==> src/rtl/br_pkg.sv <==
// Shared constants for branch resolution: branch opcode, condition codes,
// flag bit positions and the redirect FSM state encoding.
package br_pkg;

  localparam logic [3:0] OP_BR = 4'b1100;

  localparam logic [2:0] CC_NEQ    = 3'b000;
  localparam logic [2:0] CC_EQ     = 3'b001;
  localparam logic [2:0] CC_GT     = 3'b010;
  localparam logic [2:0] CC_LT     = 3'b011;
  localparam logic [2:0] CC_GTE    = 3'b100;
  localparam logic [2:0] CC_LTE    = 3'b101;
  localparam logic [2:0] CC_OVFL   = 3'b110;
  localparam logic [2:0] CC_UNCOND = 3'b111;

  // Bit positions inside the packed {N,Z,V} flag vector
  localparam int FLAG_N = 2;
  localparam int FLAG_Z = 1;
  localparam int FLAG_V = 0;

  typedef enum logic {
    ST_IDLE     = 1'b0,
    ST_REDIRECT = 1'b1
  } br_state_t;

endpackage

==> src/rtl/br_cond_eval.sv <==
// Combinational branch-condition evaluator: (br_cond, N, Z, V) -> cond_true.
// Zero latency, no state, no backpressure.
module br_cond_eval
  import br_pkg::*;
(
  input  logic [2:0] br_cond,
  input  logic       flag_n,
  input  logic       flag_z,
  input  logic       flag_v,
  output logic       cond_true
);

  always_comb begin
    cond_true = 1'b0;
    case (br_cond)
      CC_NEQ:    cond_true = ~flag_z;
      CC_EQ:     cond_true = flag_z;
      CC_GT:     cond_true = ~flag_z & ~flag_n;
      CC_LT:     cond_true = flag_n;
      CC_GTE:    cond_true = ~flag_n;
      CC_LTE:    cond_true = flag_n | flag_z;
      CC_OVFL:   cond_true = flag_v;
      CC_UNCOND: cond_true = 1'b1;
      default:   cond_true = 1'b0;
    endcase
  end

endmodule

==> src/rtl/br_resolve_unit.sv <==
// EX-stage branch resolution: flag register, condition check, mispredict redirect to IF.
// Redirect/flush one cycle after detection; redirect held until redirect_ready, EX stalled meanwhile.
module br_resolve_unit
  import br_pkg::*;
#(
  parameter int ADDR_W   = 16,
  parameter int CNT_W    = 16,
  parameter int FLAG_FWD = 1
) (
  input  logic              clk,
  input  logic              rst,
  input  logic [2:0]        flag_we,
  input  logic              alu_n,
  input  logic              alu_z,
  input  logic              alu_v,
  input  logic              br_valid,
  input  logic [3:0]        opcode,
  input  logic [2:0]        br_cond,
  input  logic              pred_taken,
  input  logic [ADDR_W-1:0] br_target,
  input  logic [ADDR_W-1:0] pc_plus1,
  input  logic              redirect_ready,
  output logic              redirect_valid,
  output logic [ADDR_W-1:0] redirect_pc,
  output logic              flush,
  output logic              stall,
  output logic [2:0]        flags_q,
  output logic [CNT_W-1:0]  taken_cnt,
  output logic [CNT_W-1:0]  mispred_cnt
);

  br_state_t         state_q, state_d;
  logic [ADDR_W-1:0] pc_d;
  logic              flush_d;
  logic [2:0]        alu_flags;
  logic [2:0]        flags_new;
  logic [2:0]        eff_flags;
  logic              cond_true;
  logic              accepted;
  logic              taken;
  logic              mispredict;

  assign alu_flags = {alu_n, alu_z, alu_v};
  assign flags_new = (flag_we & alu_flags) | (~flag_we & flags_q);
  // Forwarding lets a branch see the flags written by the instruction ahead of it
  assign eff_flags = (FLAG_FWD != 0) ? flags_new : flags_q;

  br_cond_eval u_cond_eval (
    .br_cond   (br_cond),
    .flag_n    (eff_flags[FLAG_N]),
    .flag_z    (eff_flags[FLAG_Z]),
    .flag_v    (eff_flags[FLAG_V]),
    .cond_true (cond_true)
  );

  assign stall          = (state_q == ST_REDIRECT);
  assign redirect_valid = (state_q == ST_REDIRECT);
  assign accepted       = br_valid & (opcode == OP_BR) & ~stall;
  assign taken          = accepted & cond_true;
  assign mispredict     = accepted & (cond_true != pred_taken);

  always_ff @(posedge clk) begin
    if (rst) begin
      flags_q <= 3'b000;
    end else begin
      flags_q <= flags_new;
    end
  end

  always_ff @(posedge clk) begin
    if (rst) begin
      state_q     <= ST_IDLE;
      redirect_pc <= '0;
      flush       <= 1'b0;
    end else begin
      state_q     <= state_d;
      redirect_pc <= pc_d;
      flush       <= flush_d;
    end
  end

  always_comb begin
    state_d = state_q;
    pc_d    = redirect_pc;
    flush_d = 1'b0;
    case (state_q)
      ST_IDLE: begin
        if (mispredict) begin
          state_d = ST_REDIRECT;
          pc_d    = cond_true ? br_target : pc_plus1;
          flush_d = 1'b1;
        end
      end
      ST_REDIRECT: begin
        if (redirect_ready) begin
          state_d = ST_IDLE;
        end
      end
      default: state_d = ST_IDLE;
    endcase
  end

  // Saturating performance counters
  always_ff @(posedge clk) begin
    if (rst) begin
      taken_cnt   <= '0;
      mispred_cnt <= '0;
    end else begin
      if (taken && (taken_cnt != {CNT_W{1'b1}})) begin
        taken_cnt <= taken_cnt + CNT_W'(1);
      end
      if (mispredict && (mispred_cnt != {CNT_W{1'b1}})) begin
        mispred_cnt <= mispred_cnt + CNT_W'(1);
      end
    end
  end

endmodule

==> config.mk <==
export PLATFORM = sky130hd
export DESIGN_NAME = br_resolve_unit
export DESIGN_NICKNAME = d
export VERILOG_FILES = /design/src/rtl/br_pkg.sv /design/src/rtl/br_cond_eval.sv /design/src/rtl/br_resolve_unit.sv
export SDC_FILE = /design/constraint.sdc
export NUM_CORES = 1
export LEC_CHECK = 0
export ABC_AREA = 1
export CAP_MARGIN = 5
export CORE_MARGIN = 5
export CORE_UTILIZATION = 47
export CTS_BUF_LIST = sky130_fd_sc_hd__clkbuf_4
export CTS_CLUSTER_SIZE = 25
export DETAILED_ROUTE_END_ITERATION = 6
export GPL_TIMING_DRIVEN = 0
export PLACE_DENSITY = 0.91
export SYNTH_ARGS = -nofsm -noshare
export SYNTH_HDL_FRONTEND = slang
export SYNTH_SLANG_ARGS = --single-unit
==> constraint.sdc <==
create_clock -name clk -period 1.8 [get_ports clk]
set_input_delay 0.27 -clock clk [delete_from_list [all_inputs] [get_ports clk]]
set_output_delay 0.27 -clock clk [all_outputs]
set_load 0.005 [all_outputs]
==> out/metrics.csv <==
stage;metric;value;unit
logic_synthesis;synth warn;0;
critical_path;critical path's most frequent cell;nand2_1;
finish;share of cells above drive strength 1;24.7;%
global_routing;vias in the first global route;3382;
place;placed cell count;621;
power_and_ir_drop;P_leak;1.80;nW
min_path;Hold WC Path Type;primary input to register;
route;DR DRC count;0;
finish;Layout Area Growth over Synthesis;55.5;%
logic_synthesis;synth top area cells;dfxtp_1 (35%), nand2_1 (13%), inv_1 (6.1%), a21oi_1 (5.6%), nand3_1 (5.6%);
critical_path;R2R depth;8;
route;Total Wirelength;10000;µm
sta;Max Clock Freq;550;MHz
power_and_ir_drop;combinational share of power;17.3;%
logic_synthesis;area leader, netlist;dfxtp_1;
die;# IOs;104;
die;Std-Cell Rows;29;
global_routing;first-pass GRT wire length;15300;µm
sta;final worst slack;-0.0194;ns
critical_path;Setup crit start kind;primary input;
critical_path;Critical Path End Type;register;
sta;final hold violation count;0;
route;DR WL met3;780;µm
finish;non-filler instance count after layout;653;
critical_path;CP Max Fanout;7;
die;width of the die;90.7;µm
route;vias per std cell;5.27;
min_path;worst min-delay path startpoint;flag_we[2];
route;Max Used Layer;met4;
clock_tree;clk buf depth;2;
power_and_ir_drop;Peak VDD IR;0.363;mV
critical_path;CP top delay family;simple AND/OR/NAND/NOR gates;
finish;# nets final;627;
critical_path;Critical-path top delay cell;clkdlybuf4s50_1;
sta;final setup violation count;1;
power_and_ir_drop;switch share;25.7;%
clock_tree;CTS Buf Count;5;
route;Final ANT Viol Nets;0;
sta;final max-slew violation count;0;
global_routing;pin count of the biggest net entering global routing;16;
critical_path;critical-path cell list;clkdlybuf4s50_1, nand2_1, nand3_1, nand2_2, nand2_1, nand2_2, nand4_1, buf_4, nand3_4, buf_4, nand2_1, a21oi_1;
power_and_ir_drop;PD cells;475;nW/µm²
logic_synthesis;Yosys top cell area share;34.6;%
power_and_ir_drop;Clk pwr share;30.0;%
logic_synthesis;synthesized flop and latch total;53;
logic_synthesis;share of flip-flops with an asynchronous set or reset;0;%
die;die height;90.7;µm
logic_synthesis;Post-synth top flop;dfxtp_1;
die;initial core utilization;48.2;%
critical_path;Critical Path Source;br_cond[2];
die;Core Box Area;6350;µm²
finish;diode count;0;
critical_path;R2R Setup Slk;-0.02;ns
logic_synthesis;synthesized area;3060;µm²
finish;Filler Cell Count;474;
route;DR iter-0 viols;146;
sta;Rel. slew slack;53.6;%
clock_tree;CTS tree;yes;
finish;footprint of the multi-input gates;1910;µm²
power_and_ir_drop;switching pwr;0.581;mW
clock_tree;Root Buffer;clkbuf_4;
clock_tree;hold_buf cts;0;
global_routing;total track usage;21.8;%
logic_synthesis;Mapped Cells;441;
route;drt pass-1 iters;4;
clock_tree;Clk pin slew, worst setup/hold paths;0.14;ns
critical_path;CP required;2.10;ns
sta;RSZ-0062 raised after global routing;true;
run_status;status;complete, but fails checks;
place;HPWL Detailed;6780;µm
logic_synthesis;synth unique cells;35;
global_routing;grt total ovfl;0;
power_and_ir_drop;Seq pwr share;52.6;%
finish;register area;1080;µm²
critical_path;critical path capture point;redirect_pc[6]$_SDFFE_PP0P_;
clock_tree;H-Tree Depth;2;
die;DIE AREA;8230;µm²
critical_path;WP data arrival;2.12;ns
power_and_ir_drop;P_int;1.68;mW
clock_tree;clk_lat worst skew;0.38;ns
critical_path;RR Startpoint;flags_q[0]$_SDFF_PP0_;
critical_path;Critical R2R Capture;redirect_pc[6]$_SDFFE_PP0P_;
sta;Tcrit/Tclk final;101;%
run_status;failing checks;setup timing;
logic_synthesis;sequential fraction of the synthesis area;34.6;%
sta;Hold WS;0.183;ns
sta;Final min period;1.82;ns
route;Metal-1 WL;4010;µm
run;Max Cap Viol;0;
critical_path;Crit path largest cell delay;0.45;ns
route;Routed WL per cell;15.4;µm
route;wire length on met2;4990;µm
critical_path;Crit. path cell count;12;
place;Place WS;-0.509;ns
logic_synthesis;count leader, synth;nand2_1;
logic_synthesis;Post-synth EDFFs;0;
logic_synthesis;syn avg cell area;6.95;µm²
logic_synthesis;synth cell count leaders;nand2_1 (108), dfxtp_1 (53), inv_1 (50), a21oi_1 (34), nand3_1 (34);
place;Placer Congestion;0.947;
clock_tree;clock sinks;53;
power_and_ir_drop;total power;2.26;mW
critical_path;Crit path buffers/inverters;3;
critical_path;Worst Setup Path Type;primary input to register;
logic_synthesis;Synth Net Count;493;
sta;worst slew pin tran;0.696;ns
route;Vias;3443;
sta;Clock Skews;0.00698;ns
global_routing;initial antenna violation count;0;
place;I/O Buffers;103;
layer usage:
layer  vias up  global-route usage [%]
li1       1702                       -
met1      1584                    25.9
met2       135                    37.5
met3        22                    5.08
met4         0                    8.31
met5         -                       0
worst min-delay path by stage:
stage                                              end  slack (ns)  depth (start not counted)
final                            flags_q[2]$_SDFF_PP0_        0.18                          4
after global routing             flags_q[2]$_SDFF_PP0_        0.23                          3
after CTS                        flags_q[2]$_SDFF_PP0_        0.44                          3
after detailed placement  redirect_pc[13]$_SDFFE_PP0P_        0.46                          2
after global placement    redirect_pc[13]$_SDFFE_PP0P_        0.45                          2
after floorplan              redirect_valid$_SDFF_PP0_        0.38                          1
sequential cells by signal, summed over array words and instances (netlist names):
name,count
flush,1
flags_q,3
taken_cnt,16
redirect_pc,16
redirect_valid,1
mispred_cnt,16
cells in the final DEF, fill, tap and decap left out, types with 3 or more instances in the layout:
cell type | synthesis | layout
buf_6 | 5 | 8
dlymetal6s2s_1 | 0 | 3
xnor2_1 | 8 | 8
a21oi_1 | 34 | 18
xor2_1 | 15 | 15
nand4_1 | 16 | 16
buf_4 | 3 | 21
dfxtp_2 | 0 | 13
nand2_4 | 0 | 7
clkbuf_1 | 6 | 4
nor3_1 | 9 | 9
o21ai_0 | 17 | 17
clkdlybuf4s50_1 | 0 | 100
dfxtp_1 | 53 | 39
nand3_1 | 34 | 33
nor2_1 | 28 | 27
nand2_2 | 11 | 29
nand2_1 | 108 | 83
inv_2 | 3 | 4
a21oi_2 | 11 | 26
inv_1 | 50 | 49
buf_2 | 5 | 4
clkbuf_4 | 0 | 6
power by group through the flow:
stage	logic, mW	registers [mW]	clock network (mW)
after global routing	0.424	1.19	0.732
after floorplan	0.152	1.21	0
after CTS	0.346	1.19	0.697
after global placement	0.324	1.21	0
after detailed placement	0.331	1.21	0
final	0.392	1.19	0.679
kinds of logic (layout without fill, tap and decap cells):
| group | after synthesis | count (layout) | synth area share (%) |
|---|---|---|---|
| AND/OR/NAND/NOR | 220 | 221 | 33.8 |
| buffers and inverters | 73 | 207 | 10.7 |
| AO/OA/AOI/OAI | 70 | 70 | 13.4 |
| flip-flops | 53 | 53 | 34.6 |
| XOR/XNOR | 23 | 23 | 6.58 |
| adder cells (fa/ha/maj) | 2 | 2 | 0.817 |
cell type report:
class                           instances  area share, %
Inverter                               53           4.18
Sequential cell                        53           22.7
Clock buffer                            6          0.946
Multi-Input combinational cell        316           40.2
Tap cell                               77           2.02
Buffer                                 20           3.07
Clock inverter                          2          0.709
Timing Repair Buffer                  126           26.2
worst reg2reg max path, delay by kind of cell (launching register included):
family | cells | cell delay, ns
flops | 1 | 0.34
simple gates | 4 | 0.65
buf+inv | 2 | 0.36
compound gates | 2 | 0.39
per-stage QoR:
stage | setup TNS (ns) | cell area [µm²] | util (%)
finish | -0.0194 | 4760 | 75.0
detailed placement | -20.82 | 4190 | 66.0
CTS | 0 | 4370 | 68.7
floorplan | 0 | 3060 | -
global placement | -17.85 | 4190 | 66.0
global route | -2.03 | 4760 | 75.0
timing repair:
action                                  4_1_cts  5_1_grt
gates cloned                                  0        3
setup buffers                                 8       13
pin swaps                                     4       25
resized for setup                             7       86
endpoints found under the setup margin       45       49
No activity file was read; power rests on OpenSTA's default activity.
